$ cat src/rtl/cpu_pkg.sv
// Shared CPU front-end definitions: fetch FSM states, default widths and reset PC,
// plus the saturating-add helper used by the optional FETCH_PERF_EN counters.
package cpu_pkg;

  localparam int unsigned FETCH_ADDR_W   = 8;
  localparam int unsigned FETCH_INSTR_W  = 32;
  localparam logic [7:0]  FETCH_RESET_PC = 8'h00;

  typedef enum logic [1:0] {
    IDLE,
    REQ,
    WAIT,
    DRAIN
  } fetch_state_t;

  function automatic logic [15:0] sat_add16(input logic [15:0] v, input logic [1:0] inc);
    logic [16:0] s;
    s = {1'b0, v} + {15'b0, inc};
    return s[16] ? '1 : s[15:0];
  endfunction

endpackage

$ cat src/rtl/fetch_stage_if.sv
// Instruction-memory req/gnt/rvalid handshake between the fetch stage (master)
// and the instruction memory (slave).
interface fetch_stage_if #(
  parameter int unsigned ADDR_W  = 8,
  parameter int unsigned INSTR_W = 32
);
  logic               imem_req;
  logic [ADDR_W-1:0]  imem_addr;
  logic               imem_gnt;
  logic               imem_rvalid;
  logic [INSTR_W-1:0] imem_rdata;

  modport master (
    output imem_req, imem_addr,
    input  imem_gnt, imem_rvalid, imem_rdata
  );

  modport slave (
    input  imem_req, imem_addr,
    output imem_gnt, imem_rvalid, imem_rdata
  );
endinterface

$ cat src/rtl/fetch_stage_perf_counters.sv
// Saturating 16-bit fetch statistics; only instantiated when FETCH_PERF_EN is defined.
module fetch_perf_counters
  import cpu_pkg::*;
(
  input  logic        clk,
  input  logic        n_rst,
  input  logic        inc_fetched,
  input  logic        inc_halt,
  input  logic [1:0]  inc_squash,
  output logic [15:0] perf_fetched,
  output logic [15:0] perf_halt,
  output logic [15:0] perf_squash
);

  always_ff @(posedge clk or negedge n_rst) begin
    if (!n_rst) begin
      perf_fetched <= '0;
      perf_halt    <= '0;
      perf_squash  <= '0;
    end else begin
      perf_fetched <= sat_add16(perf_fetched, {1'b0, inc_fetched});
      perf_halt    <= sat_add16(perf_halt, {1'b0, inc_halt});
      perf_squash  <= sat_add16(perf_squash, inc_squash);
    end
  end

endmodule

$ cat src/rtl/fetch_stage.sv
// Pipeline fetch stage: one outstanding imem transaction, registered decode slot,
// redirect squashing. Define FETCH_PERF_EN to add the perf_* counter outputs.
module fetch_stage
  import cpu_pkg::*;
#(
  parameter int unsigned       ADDR_W   = FETCH_ADDR_W,
  parameter int unsigned       INSTR_W  = FETCH_INSTR_W,
  parameter logic [ADDR_W-1:0] RESET_PC = ADDR_W'(FETCH_RESET_PC)
) (
  input  logic               clk,
  input  logic               n_rst,
  input  logic               halt_fetch,
  input  logic               redirect,
  input  logic [ADDR_W-1:0]  redirect_pc,
  fetch_stage_if.master      imem,
  output logic               fvalid,
  output logic [INSTR_W-1:0] finstr,
  output logic [ADDR_W-1:0]  fpc
`ifdef FETCH_PERF_EN
  ,
  output logic [15:0]        perf_fetched,
  output logic [15:0]        perf_halt,
  output logic [15:0]        perf_squash
`endif
);

  fetch_state_t       state_q, state_d;
  logic [ADDR_W-1:0]  pc_q, pc_d;
  logic               fvalid_q, fvalid_d;
  logic [INSTR_W-1:0] finstr_q;
  logic [ADDR_W-1:0]  fpc_q;
  logic               capture;
  logic               slot_free;

  assign slot_free = !fvalid_q || !halt_fetch;

  always_ff @(posedge clk or negedge n_rst) begin
    if (!n_rst) begin
      state_q  <= IDLE;
      pc_q     <= RESET_PC;
      fvalid_q <= 1'b0;
      finstr_q <= '0;
      fpc_q    <= '0;
    end else begin
      state_q  <= state_d;
      pc_q     <= pc_d;
      fvalid_q <= fvalid_d;
      if (capture) begin
        finstr_q <= imem.imem_rdata;
        fpc_q    <= pc_q;
      end
    end
  end

  // Redirect wins over gnt, rvalid and halt in every state.
  always_comb begin
    state_d = state_q;
    pc_d    = pc_q;
    capture = 1'b0;
    case (state_q)
      IDLE: begin
        if (redirect) begin
          pc_d = redirect_pc;
        end else if (!halt_fetch && slot_free) begin
          state_d = REQ;
        end
      end
      REQ: begin
        if (redirect) begin
          pc_d    = redirect_pc;
          state_d = IDLE;
        end else if (imem.imem_gnt) begin
          state_d = WAIT;
        end
      end
      WAIT: begin
        if (redirect) begin
          pc_d    = redirect_pc;
          state_d = imem.imem_rvalid ? IDLE : DRAIN;
        end else if (imem.imem_rvalid) begin
          capture = 1'b1;
          pc_d    = pc_q + ADDR_W'(1);
          state_d = IDLE;
        end
      end
      DRAIN: begin
        if (redirect) pc_d = redirect_pc;
        if (imem.imem_rvalid) state_d = IDLE;
      end
      default: state_d = IDLE;
    endcase

    fvalid_d = fvalid_q;
    if (redirect) begin
      fvalid_d = 1'b0;
    end else if (capture) begin
      fvalid_d = 1'b1;
    end else if (fvalid_q && !halt_fetch) begin
      fvalid_d = 1'b0;
    end
  end

  assign imem.imem_req  = (state_q == REQ);
  assign imem.imem_addr = pc_q;
  assign fvalid         = fvalid_q;
  assign finstr         = finstr_q;
  assign fpc            = fpc_q;

`ifdef FETCH_PERF_EN
  logic       inc_fetched;
  logic [1:0] inc_squash;

  // A redirect can discard both the slot and the in-flight response in one cycle.
  assign inc_fetched = fvalid_q && !halt_fetch && !redirect;
  assign inc_squash  = {1'b0, redirect && fvalid_q} + {1'b0, redirect && (state_q == WAIT)};

  fetch_perf_counters u_perf (
    .clk          (clk),
    .n_rst        (n_rst),
    .inc_fetched  (inc_fetched),
    .inc_halt     (halt_fetch),
    .inc_squash   (inc_squash),
    .perf_fetched (perf_fetched),
    .perf_halt    (perf_halt),
    .perf_squash  (perf_squash)
  );
`endif

endmodule

$ cat src/flat_wrapper.sv
// flat-port wrapper written by rule: the top's interface ports become plain ports
module fetch_stage_flat import cpu_pkg::*;
#(
  parameter int unsigned       ADDR_W   = FETCH_ADDR_W,
  parameter int unsigned       INSTR_W  = FETCH_INSTR_W,
  parameter logic [ADDR_W-1:0] RESET_PC = ADDR_W'(FETCH_RESET_PC)
)
  (clk, n_rst, halt_fetch, redirect, redirect_pc, fvalid, finstr, fpc, imem_imem_req, imem_imem_addr, imem_imem_gnt, imem_imem_rvalid, imem_imem_rdata);
  fetch_stage_if #(.ADDR_W(ADDR_W), .INSTR_W(INSTR_W)) imem_i ();
  input  logic clk;
  input  logic n_rst;
  input  logic halt_fetch;
  input  logic redirect;
  input  logic [ADDR_W-1:0] redirect_pc;
  output logic fvalid;
  output logic [INSTR_W-1:0] finstr;
  output logic [ADDR_W-1:0] fpc;
  output wire logic [$bits(imem_i.imem_req)-1:0] imem_imem_req;
  output wire logic [$bits(imem_i.imem_addr)-1:0] imem_imem_addr;
  input wire logic [$bits(imem_i.imem_gnt)-1:0] imem_imem_gnt;
  input wire logic [$bits(imem_i.imem_rvalid)-1:0] imem_imem_rvalid;
  input wire logic [$bits(imem_i.imem_rdata)-1:0] imem_imem_rdata;
  assign imem_imem_req = imem_i.imem_req;
  assign imem_imem_addr = imem_i.imem_addr;
  assign imem_i.imem_gnt = imem_imem_gnt;
  assign imem_i.imem_rvalid = imem_imem_rvalid;
  assign imem_i.imem_rdata = imem_imem_rdata;
  fetch_stage #(.ADDR_W(ADDR_W), .INSTR_W(INSTR_W), .RESET_PC(RESET_PC)) u_core (.clk(clk), .n_rst(n_rst), .halt_fetch(halt_fetch), .redirect(redirect), .redirect_pc(redirect_pc), .imem(imem_i), .fvalid(fvalid), .finstr(finstr), .fpc(fpc));
endmodule
$ cat config.mk
export PLATFORM = sky130hd
export DESIGN_NAME = fetch_stage_flat
export DESIGN_NICKNAME = d
export VERILOG_FILES = /design/src/rtl/cpu_pkg.sv /design/src/rtl/fetch_stage_if.sv /design/src/rtl/fetch_stage_perf_counters.sv /design/src/rtl/fetch_stage.sv /design/src/flat_wrapper.sv
export SDC_FILE = /design/constraint.sdc
export NUM_CORES = 1
export LEC_CHECK = 0
export ABC_AREA = 1
export BUFFER_PORTS_ARGS = -buffer_cell sky130_fd_sc_hd__buf_2
export CORE_UTILIZATION = 51
export DETAILED_ROUTE_END_ITERATION = 8
export GPL_ROUTABILITY_DRIVEN = 1
export PLACE_DENSITY = 0.87
export SYNTH_ARGS = -nofsm -noshare
export SYNTH_HDL_FRONTEND = slang
export SYNTH_SLANG_ARGS = --single-unit
$ cat constraint.sdc
create_clock -name clk -period 2.2 [get_ports clk]
set_input_delay 0.11 -clock clk [delete_from_list [all_inputs] [get_ports clk]]
set_output_delay 0.11 -clock clk [all_outputs]
set_load 0.01 [all_outputs]
==> out/results.ini <==
[route]
wl_per_cell_microns=12.9
drt_first_iter_violations=182
drc=0
ant_nets=0
wl_microns=5360
first_pass_iters=4
avgViaCountPerCell=5.17
vias=2144

[sta]
worst_hold_slack_ns=0.0244
post-route-period-util=0.779
final_hold_viol_count=0
finClkSkew_ns=0.0109
maxSlewViolCount=0
tightest_slew_ns=0.729
relSlewSlack=0.514
grt_setup_unrepaired=no
fmax_ghz=0.584
fin_crit_ns=1.71
setup_tns_ns=0
setup_viol=0

[global_routing]
use_met3=0.0510
use_met2=0.385
grt_use_met1=0.310
grt-busiest-layer=met2
grtUsageTotal=0.238
grt_pass1_wl_microns=8190
grt_pass1_vias=1829
antenna_found_initial=0
grt_overflow_total=0
grt_max_degree=49

[floorplan]
num_rows=23
start_util=0.548
dieWidth_microns=68.7
coreArea_sq_mm=0.00414
pin_count=96
die_area_sq_mm=0.00472
die_height_microns=68.7

[synth]
synth.most_common_cell=nand2_1
ys_warn_count=0
synth_commonest_cells=nand2_1, dfrtp_1, nand3_1
async_reset_ff_frac=1.00
syn-instance-count=270
yosysUniqueCellTypes=21
seq_area_frac_synth=0.562
syn_avg_cell_area_sq_um=8.41
syn-num-nets=317
synth_edf_count=0
synth_top_flop_cell=dfrtp_1
synth_top_area_frac=0.562
synth.area.top_cells=dfrtp_1, nand2_1, nand3_1
synth_seq_cells=51
synth_top_area_cell=dfrtp_1
netlist_area_sq_mm=0.00227

[critical_path]
timing.rr.start=u_core.state_q[0]
end_kind=flop
reg2reg_depth=5
rr_endpoint=u_core.fpc[0]
cp.arrival_ns=1.93
path_class=flop to flop
cp_max_fo=48
cpMaxStageDelayCell=dfrtp_1
endpoint=u_core.fpc[0]
cp_slowest_stage_delay_ns=0.39
regToRegSetupSlack_ns=0.49
crit_chain=inv_1 > nand3_4 > inv_4 > nand2_4 > o21ai_0
start_kind=flop
worstSetupStartpoint=u_core.state_q[0]
required_ns=2.42

[power]
switching_share=0.367
p_comb_frac=0.345
power.density_mw_per_mm2=1200
p_seq_frac=0.455
internal-power_uw=2190
p_leak_uw=0.00167
clkPwrFrac=0.200
p_sw_uw=1270
irDropWorstVdd_uv=581

[clock_tree]
cts_buffers=5
clk_path_buf_depth=2
clock-sinks=51
cts.reportedPaths.clkPinSlew_ns=0.10
ctsRootBufferMaster=clkbuf_8
htree_num_levels=2
cts.repair.resized=0
insertion_delay_ns=0.31
cts_tree=yes

[cells_and_area]
drive_gt1_frac=0.307
nets=411
fin_util=0.695
diodes=0
synthToLayoutAreaGrowth_pct=26.9
n_fill_cell=348

[placement]
dpl.hpwl_microns=3840
place_congestion=0.871
buffer_ports.inserted=95

[flow_run]
drv_cap=0

[worst_hold_path]
holdPathStages=3
min_path_type=input pin to flop

[status]
status=finished, final reports clean

==> layer usage <==
| metal | routed length, microns | part of all wire |
|---|---|---|
| met1 | 2290 | 0.43 |
| met3 | 301 | 0.056 |
| met2 | 2670 | 0.50 |
| met4 | 106 | 0.020 |
| met5 | 0 | 0 |
==> worst min path at each step <==
stage	start	to	slack, ns
after floorplan	n_rst	u_core.finstr[0]	-0.19
final	imem_imem_rdata[28]	u_core.finstr[28]	0.02
after detailed placement	n_rst	u_core.finstr[3]	0.21
after CTS	imem_imem_rdata[1]	u_core.finstr[1]	0.02
after global placement	n_rst	u_core.finstr[3]	0.20
after global routing	imem_imem_rdata[23]	u_core.finstr[23]	0.01
==> power groups by stage <==
stage | Clock (uW) | Combinational (uW) | Sequential (uW)
2_1_floorplan | 0 | 486 | 1740
5_1_grt | 738 | 1360 | 1620
3_3_place_gp | 0 | 1160 | 1570
6_report | 692 | 1190 | 1570
3_5_place_dp | 0 | 1210 | 1580
4_1_cts | 695 | 1210 | 1570
==> area by class of cell <==
class / instances / area (sq um) / share of cell area
multi-input cells: 192 / 845 / 0.293
flip-flops and latches: 51 / 1280 / 0.443
repair buffers: 100 / 518 / 0.180
well taps: 50 / 62.6 / 0.0217
clock inverters: 2 / 38.8 / 0.0135
clock buffers: 6 / 82.6 / 0.0287
inverters: 14 / 57.6 / 0.0200
==> state kept, by name, summed over array words and instances, names as in the netlist <==
register	flops
u_core.imem.imem_addr	8
u_core.fpc	8
u_core.state_q	2
u_core.fvalid	1
u_core.finstr	32
==> logic make-up (layout without fill, tap and decap cells) <==
| family | Yosys count | in the layout | share of synthesized area |
|---|---|---|---|
| adder cells (fa/ha/maj) | 1 | 1 | 0.00551 |
| AND/OR/NAND/NOR | 167 | 167 | 0.312 |
| buffers and inverters | 27 | 122 | 0.0656 |
| AO/OA/AOI/OAI | 24 | 24 | 0.0546 |
| flip-flops | 51 | 51 | 0.562 |
==> stage by stage <==
stage | area, sq um | total power (uW) | setup slack, ns | std cells
after detailed placement | 2740 | 2780 | 0.525 | 405
after global placement | 2740 | 2730 | 0.569 | 405
after floorplan | 2270 | 2230 | 1.03 | 270
after global routing | 2880 | 3720 | 0.289 | 415
final | 2880 | 3450 | 0.486 | 415
after CTS | 2880 | 3470 | 0.481 | 415
==> cell usage in the layout, fill, tap and decap left out, types with 2 or more instances in the layout <==
cell type / count
nand3_1: 43
a21oi_1: 3
clkbuf_8: 6
inv_1: 12
buf_2: 95
buf_4: 3
dlygate4sd3_1: 2
o21ai_0: 19
nor2_1: 17
inv_4: 2
dfrtp_1: 51
nand2_1: 102
==> critical path: cells and delay by family, from the launching register on <==
kind,cells,cell delay [ns]
DFF,1,0.39
buffers and inverters,2,0.47
AOI/OAI and AO/OA,1,0.27
and+or+nand+nor,2,0.47
==> timing repair <==
action	in CTS	in global routing
setup buffers	0	0
hold endpoints to repair	32	0
hold buffers	2	0
(Power assumes the default switching activity.)
